[config.mk]
export PLATFORM = sky130hd
export DESIGN_NAME = regfile_scoreboard
export DESIGN_NICKNAME = d
export VERILOG_FILES = /design/src/rtl/rv_pkg.sv /design/src/rtl/rf_scoreboard.sv /design/src/rtl/regfile_scoreboard.sv
export SDC_FILE = /design/constraint.sdc
export NUM_CORES = 2
export LEC_CHECK = 0
export ABC_AREA = 1
export CELL_PAD_IN_SITES_DETAIL_PLACEMENT = 1
export CELL_PAD_IN_SITES_GLOBAL_PLACEMENT = 1
export CORE_ASPECT_RATIO = 0.5
export CORE_MARGIN = 1.5
export CORE_UTILIZATION = 25
export DETAILED_ROUTE_END_ITERATION = 10
export PLACE_DENSITY_LB_ADDON = 0.1
export SLEW_MARGIN = 20
export SYNTH_ARGS = -nofsm -noshare
export SYNTH_HDL_FRONTEND = slang
export SYNTH_SLANG_ARGS = --single-unit
[constraint.sdc]
create_clock -name clk -period 58 [get_ports clk]
set_clock_uncertainty 0.15 [all_clocks]
set_input_delay 11.6 -clock clk [delete_from_list [all_inputs] [get_ports clk]]
set_output_delay 11.6 -clock clk [all_outputs]
set_load 0.05 [all_outputs]
[src/rtl/rv_pkg.sv]
// Shared RV32I core definitions: default register-file geometry, the x0
// index and the LUI opcode used by decode to force the rs1 operand to zero.
package rv_pkg;

  localparam int unsigned XLEN_DEF  = 32;
  localparam int unsigned NREGS_DEF = 32;
  localparam int unsigned REG_ZERO  = 0;
  localparam logic [6:0]  OP_LUI    = 7'b0110111;

  // Decode helper: LUI takes no rs1 operand, so its rs1 read is forced to 0.
  function automatic logic is_lui(input logic [6:0] opcode);
    return opcode == OP_LUI;
  endfunction

endpackage

[src/rtl/rf_scoreboard.sv]
// Busy scoreboard for the integer register file.
// Tracks which architectural registers have an in-flight producer, keeps a
// running count of busy registers and raises a sticky protocol error on a
// rejected (WAW) issue or on a writeback to a register with no producer.
// Ports:
//   clk, rst                 clock, async active-high reset
//   rs1_addr/rs2_addr        read-port addresses; rs1_zero masks port 1
//   rs1_busy/rs2_busy        read operand still has a pending producer
//   issue_valid/issue_rd     issuing instruction and its destination
//   issue_ready              destination free, issue accepted
//   wb_valid/wb_addr         writeback strobe and destination
//   busy_count               number of busy registers
//   err                      sticky protocol error
module rf_scoreboard
  import rv_pkg::*;
#(
  parameter int unsigned NREGS  = NREGS_DEF,
  parameter int unsigned AW     = $clog2(NREGS),
  parameter bit          BYPASS = 1'b1
) (
  input  logic          clk,
  input  logic          rst,
  input  logic [AW-1:0] rs1_addr,
  input  logic [AW-1:0] rs2_addr,
  input  logic          rs1_zero,
  output logic          rs1_busy,
  output logic          rs2_busy,
  input  logic          issue_valid,
  input  logic [AW-1:0] issue_rd,
  output logic          issue_ready,
  input  logic          wb_valid,
  input  logic [AW-1:0] wb_addr,
  output logic [AW:0]   busy_count,
  output logic          err
);

  localparam logic [AW-1:0] Zero = AW'(REG_ZERO);
  localparam logic [AW:0]   One  = (AW+1)'(1);

  logic [NREGS-1:0] busy_q, busy_d;
  logic [AW:0]      count_q, count_d;
  logic             err_q, err_d;

  logic set_en, clr_busy, orphan, reject, wb_hit;

  always_comb begin
    issue_ready = (issue_rd == Zero) || !busy_q[issue_rd];
    set_en      = issue_valid && issue_ready && (issue_rd != Zero);
    reject      = issue_valid && !issue_ready;
    wb_hit      = wb_valid && (wb_addr != Zero);
    clr_busy    = wb_hit && busy_q[wb_addr];
    // A writeback racing the issue of the same register is not an orphan.
    orphan      = wb_hit && !busy_q[wb_addr] && !(set_en && (issue_rd == wb_addr));

    busy_d = busy_q;
    if (wb_valid) busy_d[wb_addr] = 1'b0;
    // Set after clear so a new producer wins over the retiring one.
    if (set_en)   busy_d[issue_rd] = 1'b1;

    // set_en needs a free register, so set and clear never hit the same bit.
    count_d = count_q;
    case ({set_en, clr_busy})
      2'b10:   count_d = count_q + One;
      2'b01:   count_d = count_q - One;
      default: count_d = count_q;
    endcase

    err_d = err_q | reject | orphan;
  end

  always_ff @(posedge clk or posedge rst) begin
    if (rst) begin
      busy_q  <= '0;
      count_q <= '0;
      err_q   <= 1'b0;
    end else begin
      busy_q  <= busy_d;
      count_q <= count_d;
      err_q   <= err_d;
    end
  end

  // A same-cycle writeback retires the producer, so the operand is usable now.
  always_comb begin
    rs1_busy = busy_q[rs1_addr] && !(BYPASS && wb_valid && (wb_addr == rs1_addr));
    if (rs1_zero || (rs1_addr == Zero)) rs1_busy = 1'b0;
    rs2_busy = busy_q[rs2_addr] && !(BYPASS && wb_valid && (wb_addr == rs2_addr));
    if (rs2_addr == Zero) rs2_busy = 1'b0;
  end

  assign busy_count = count_q;
  assign err        = err_q;

endmodule

[src/rtl/regfile_scoreboard.sv]
// Integer register file with busy scoreboard for the pipelined RV32I core.
// Two combinational read ports, one write port, optional same-cycle
// writeback forwarding, x0 hard-wired to zero.
// Ports:
//   clk, rst                 clock, async active-high reset
//   rs1_addr/rs2_addr        read addresses; rs1_zero forces rs1_data to 0
//   rs1_data/rs2_data        read data (combinational)
//   rs1_busy/rs2_busy        operand has a pending producer
//   issue_valid/issue_rd     issuing instruction writes issue_rd
//   issue_ready              issue_rd is free
//   wb_valid/wb_addr/wb_data writeback port
//   busy_count               number of busy registers
//   err                      sticky protocol error
module regfile_scoreboard
  import rv_pkg::*;
#(
  parameter int unsigned XLEN   = XLEN_DEF,
  parameter int unsigned NREGS  = NREGS_DEF,
  parameter int unsigned AW     = $clog2(NREGS),  // derived, leave at default
  parameter bit          BYPASS = 1'b1
) (
  input  logic            clk,
  input  logic            rst,
  input  logic [AW-1:0]   rs1_addr,
  input  logic [AW-1:0]   rs2_addr,
  input  logic            rs1_zero,
  output logic [XLEN-1:0] rs1_data,
  output logic [XLEN-1:0] rs2_data,
  output logic            rs1_busy,
  output logic            rs2_busy,
  input  logic            issue_valid,
  input  logic [AW-1:0]   issue_rd,
  output logic            issue_ready,
  input  logic            wb_valid,
  input  logic [AW-1:0]   wb_addr,
  input  logic [XLEN-1:0] wb_data,
  output logic [AW:0]     busy_count,
  output logic            err
);

  localparam logic [AW-1:0] Zero = AW'(REG_ZERO);

  // Entry 0 is never written; it only holds its reset value.
  logic [XLEN-1:0] mem_q [NREGS];

  always_ff @(posedge clk or posedge rst) begin
    if (rst) begin
      for (int i = 0; i < NREGS; i++) mem_q[i] <= '0;
    end else if (wb_valid && (wb_addr != Zero)) begin
      mem_q[wb_addr] <= wb_data;
    end
  end

  // Overrides applied lowest priority first.
  always_comb begin
    rs1_data = mem_q[rs1_addr];
    if (BYPASS && wb_valid && (wb_addr == rs1_addr)) rs1_data = wb_data;
    if (rs1_zero || (rs1_addr == Zero)) rs1_data = '0;

    rs2_data = mem_q[rs2_addr];
    if (BYPASS && wb_valid && (wb_addr == rs2_addr)) rs2_data = wb_data;
    if (rs2_addr == Zero) rs2_data = '0;
  end

  rf_scoreboard #(
    .NREGS  (NREGS),
    .AW     (AW),
    .BYPASS (BYPASS)
  ) u_sb (
    .clk         (clk),
    .rst         (rst),
    .rs1_addr    (rs1_addr),
    .rs2_addr    (rs2_addr),
    .rs1_zero    (rs1_zero),
    .rs1_busy    (rs1_busy),
    .rs2_busy    (rs2_busy),
    .issue_valid (issue_valid),
    .issue_rd    (issue_rd),
    .issue_ready (issue_ready),
    .wb_valid    (wb_valid),
    .wb_addr     (wb_addr),
    .busy_count  (busy_count),
    .err         (err)
  );

endmodule

# Word-level counts from Yosys, hierarchy flattened
# Cells that the tools add are included.
dict set report word_totals {
  register_bits 1063
  latchBits 0
  ram_bits 0
  rom_bits 0
  input_bits 57
  elab_cells 119
  memories 0
}
dict set report classes {
  n_addsub 2
  n_mul 0
  div_mod_pow 0
  n_lt_le_gt_ge 10
  n_eq_ne 5
  n_shift 0
  muxes 30
  bitwise 8
  n_reduce_logical 29
}
# operator count
set op_table {}
lappend op_table {{$bwmux W1024} 1}
lappend op_table {{$mux W32} 11}
lappend op_table {{$bmux W32 S5} 2}
lappend op_table {{$demux W32 S5} 1}
lappend op_table {{$and A32 B32 Y32} 1}
lappend op_table {{$not A32 Y32} 1}
lappend op_table {{$or A32 B32 Y32} 1}
lappend op_table {{$lt A5 B6 Y1 const B} 4}
lappend op_table {{$bmux W1 S5} 4}
lappend op_table {{$ge A6 B6 Y1 const B} 3}
lappend op_table {{$not A5 Y6} 3}
lappend op_table {{$eq A5 B5 Y1} 3}
lappend op_table {{$logic_and A1 B1 Y1} 15}
lappend op_table {{$logic_not A5 Y1} 3}
lappend op_table {{$pmux W6 S2} 1}
lappend op_table {{$demux W1 S5} 2}
lappend op_table {{$ge A5 B1 Y1 const B} 2}
lappend op_table {{$reduce_bool A5 Y1} 2}
lappend op_table {{$mux W1} 8}
lappend op_table {{$add A6 B1 Y6 const B} 1}
lappend op_table {{$logic_not A1 Y1} 6}
lappend op_table {{$lt A6 B1 Y1 const B} 1}
lappend op_table {{$sub A6 B1 Y6 const B} 1}
lappend op_table {{$eq A2 B1 Y1 const B} 1}
lappend op_table {{4 further kinds} 6}

# Logic depth before layout (Yosys ltp)
dict set report logic_depth {
  ltp_word 10
  mapped_depth 24
  depth_no_buf 21
}

# Cells and area by module
# Synthesis repeated with hierarchy kept, for this count alone.
dict set report hier_totals {
  hier_cells 9022
  hier_area_um2 61370.1
}
# mod n_inst cells_per_inst area_each_um2 seq_area_each_um2
set modules_own_cells {}
lappend modules_own_cells {regfile_scoreboard 1 8448 57945.6 25624.6}
lappend modules_own_cells {rf_scoreboard 1 574 3424.5 975.9}

# Least setup slack after synthesis
# Ideal clock, no wire load.
dict set report synth_path {
  path_kind {input to output}
  start {input rs1_addr[0]}
  end {output rs1_data[11]}
  arrival_time_ns 13.439
  required_ns 46.250
  path_slack_ns 32.811
  stages 10
  path_buffers 4
  cell_sequence {buf_2 -> buf_4 -> buf_2 -> clkbuf_1 -> a21oi_1 -> a21oi_1 -> nand2_1 -> nand3_1 -> nand2_1 -> a21oi_1}
}
dict set report synth_between {
  elab_chain_cells 6
  word_cells_on_any_way 10
}
# item line_no
set synth_rtl {}
lappend synth_rtl {{start: declaration} regfile_scoreboard.sv:24} ;# input logic [AW-1:0] rs1_addr,
lappend synth_rtl {{$not A5 Y6 (implied by the code)} regfile_scoreboard.sv:56} ;# rs1_data = mem_q[rs1_addr];
lappend synth_rtl {{$bmux W32 S5} regfile_scoreboard.sv:56}
lappend synth_rtl {{$mux W32 (implied by the code) (2 in a row)} regfile_scoreboard.sv:56}
lappend synth_rtl {{$mux W32} regfile_scoreboard.sv:57} ;# if (BYPASS && wb_valid && (wb_addr == rs1_addr)) rs1_data = wb_data;
lappend synth_rtl {{$mux W32 (*)} regfile_scoreboard.sv:58} ;# if (rs1_zero || (rs1_addr == Zero)) rs1_data = '0;
lappend synth_rtl {{end: declaration} regfile_scoreboard.sv:27} ;# output logic [XLEN-1:0] rs1_data,
# Every way passes the cells marked *; elsewhere a longest branch is shown, timed or not. The select of a mux whose other input is x is not followed.

# Worst setup path in the final report
dict set report layout_path {
  start {input rs1_addr[0]}
  end {output rs1_data[20]}
}
# The elaborated chain is that of the path after synthesis.

==> impl_metrics.py <==
metrics = {
    "outcome": {
        "outcome": "completed",
    },
    "yosys": {
        "syn_area_per_cell_sq_um": 7.17,
        "synth_ff_type": "dfrtp_1",
        "synthTopCellsByCount": "nand2_1 (2226), o21ai_0 (1518), dfrtp_1 (1063)",
        "ys_seq_elements": 1063,
        "syn_inst": 8268,
        "syn-num-nets": 8328,
        "synthDistinctLibCells": 34,
        "synth_area_sq_mm": 0.0593,
        "synth_edf_count": 0,
        "synthArstFlopShare_pct": 100,
        "synth_area_leaders": "dfrtp_1 (45%), nand2_1 (14%), o21ai_0 (13%)",
        "yosys.area.top_type": "dfrtp_1",
        "synth.most_common_cell": "nand2_1",
        "seq_area_frac_synth_pct": 44.9,
        "yosysTopAreaCellShare_pct": 44.9,
        "synth_warnings": 0,
    },
    "detailed_routing": {
        "wl_met3_um": 12900,
        "wl_per_cell_um": 28.4,
        "dr.pass1.iters": 5,
        "vias": 58230,
        "drt_wl_total_um": 315000,
        "ant_nets": 0,
        "wl_met1_um": 156000,
        "routed.top_layer": "met4",
        "drt_iter0_drc": 4938,
        "drc": 0,
        "via_per_inst": 5.24,
        "wl_met2_um": 140000,
    },
    "cells_and_area": {
        "nFillCells": 28542,
        "ff_latch_area_sq_mm": 0.0266,
        "multi_input_area_sq_mm": 0.0278,
        "drive_above_1_share_pct": 5.27,
        "layout.nets": 7928,
        "syn2layout_area_growth_pct": 12.5,
    },
    "flow_run": {
        "drv_cap": 0,
    },
    "die": {
        "die_y_um": 347,
        "start_util_pct": 25.1,
        "core_area_sq_mm": 0.236,
        "io_pins": 131,
        "fp.dieW_um": 692,
        "dieArea_sq_mm": 0.240,
        "rows": 126,
    },
    "clocking": {
        "postCtsSetupRepairBufs": 0,
        "cts_tree": "built",
        "post_cts_resized": 0,
        "clk_latency_ps": 760,
        "cts.clk_slew.worst_paths_ps": 60,
        "cts_root_buffer": "clkbuf_16",
        "htree_levels": 3,
        "postCtsHoldBufs": 0,
        "numCtsBuffers": 117,
        "cts.path.max_buffers": 3,
        "cts.sinks": 1063,
    },
    "worst_hold_path": {
        "hp-class": "flop to flop",
    },
    "worst_setup_path": {
        "critPathMaxStageDelay_ps": 840,
        "worstPathCellList": "buf_8 > buf_4 > buf_4 > buf_4 > nand2_1 > nand3_1 > nand2_1 > a21oi_1 > o21ai_0 > nand3_1 > nand2_1 > a21oi_1 > clkdlybuf4s50_1",
        "critPathLaunchType": "primary input",
        "crit_buf_inv": 5,
        "arrival_ps": 16590,
        "cp_slowest_cell": "buf_4",
        "crit_type": "primary input to output port",
        "end_kind": "output port",
        "crit_fanout": 108,
        "required_ps": 46250,
        "r2r_slack_ps": 54470,
        "critical_path.top_delay_family": "buffers and inverters",
    },
    "placed_design": {
        "pre_cts_slack_ps": 29740,
        "io_buffers": 130,
        "hpwl_um": 181000,
        "gp_congestion": 0.774,
    },
    "power": {
        "peakVddDrop_mv": 0.0243,
        "p_per_area_mw_per_mm2": 34.4,
        "leakage_uw": 0.0290,
    },
    "sta": {
        "rsz0062_at_grt": "no",
        "period_share_pct": 48.9,
        "clock.fmax_mhz": 35.3,
        "min_period_ps": 28340,
        "relSlewSlack_pct": 19.1,
        "drv_slew": 0,
        "worstMarginPinSlew_ps": 1210,
        "hold_violations": 0,
        "fin_tns_setup_ps": 0,
        "setup_slack_ps": 29660,
        "setup_viol": 0,
    },
    "grt": {
        "overflow": 0,
        "track_usage_pct": 25.8,
        "grt_pass1_wl_um": 453000,
        "grt_antenna_before_repair": 21,
        "grt_pass1_vias": 58671,
        "grt_max_degree": 145,
    },
}
==> logic make-up (layout without fill, tap and decap cells) <==
| family | count (synthesis) | in the layout | synth area share [%] |
|---|---|---|---|
| adders and majority gates | 3 | 3 | 0.0633 |
| buffers and inverters | 1257 | 953 | 8.60 |
| other | 0 | 9 | 0 |
| AOI/OAI and AO/OA | 2477 | 2477 | 22.2 |
| and+or+nand+nor | 3457 | 3457 | 24.1 |
| xor gates and xnor gates | 11 | 11 | 0.163 |
| DFF | 1063 | 1063 | 44.9 |
==> layout by cell type (no fill, tap or decap), types with 14 or more instances in the layout <==
cell type / instances
nand3b_1: 15
o21ai_0: 1518
inv_2: 20
clkbuf_1: 26
inv_1: 437
clkbuf_16: 121
o211ai_1: 293
clkdlybuf4s50_1: 120
o21ai_1: 46
clkbuf_8: 35
nand2_1: 2203
nand3_1: 748
nand2_4: 22
nor3_1: 17
a21oi_1: 600
clkinv_2: 20
nor2_4: 14
dfrtp_1: 1063
nor2_1: 344
nand4_1: 79
buf_4: 132
==> state kept, by name, indices dropped and copies added (netlist names) <==
| name | cells |
|---|---|
| mem_q | 1024 |
| u_sb.busy_q | 32 |
| u_sb.busy_count | 6 |
| u_sb.err | 1 |
==> final cells by class <==
class                      count  share of cell area (%)
antenna                        9                  0.0338
multi-input combinational   5948                    41.7
clock buffer                 181                    5.39
tap                         3136                    5.88
timing repair buffer         268                    3.70
sequential                  1063                    39.9
inverter                     470                    2.72
clock inverter                34                   0.653
==> worst paths after layout <==
path | endpoint | start | depth (start not counted)
worst max-delay path | rs1_data[20] | rs1_addr[0] | 13
worst min register to register | mem_q[1017]$_DFFE_PP0P_ | mem_q[1017]$_DFFE_PP0P_ | 0
worst max register to register | u_sb.busy_count[4]$_DFFE_PP0P_ | u_sb.busy_q[1]$_DFF_PP0_ | 20
min in group asynchronous | u_sb.busy_q[8]$_DFF_PP0_ | rst | 2
worst min-delay path | mem_q[1017]$_DFFE_PP0P_ | mem_q[1017]$_DFFE_PP0P_ | 0
max in group asynchronous | mem_q[277]$_DFFE_PP0P_ | rst | 6
==> metrics by stage <==
step	power (uW)	utilization (%)	instances	hold WS (ps)	instance area, sq um
2_1_floorplan	1310	-	8268	295	59300
3_3_place_gp	1480	26.6	10884	238	62600
3_5_place_dp	1490	26.6	10885	237	62600
4_1_cts	2320	28.3	11100	252	66700
5_1_grt	2430	28.3	11101	266	66700
6_report	2300	28.3	11109	253	66700
==> per-layer routing <==
metal	track usage, %	vias up
met3	2.63	288
li1	-	26789
met5	0	-
met4	4.90	0
met1	38.1	29895
met2	40.9	1258
==> report_power, final <==
part / total, uW / internal (uW) / switching [uW]
logic: 483 / 154 / 330
clock network: 822 / 464 / 358
registers: 990 / 886 / 103
Power figures use the tool's default switching activity.
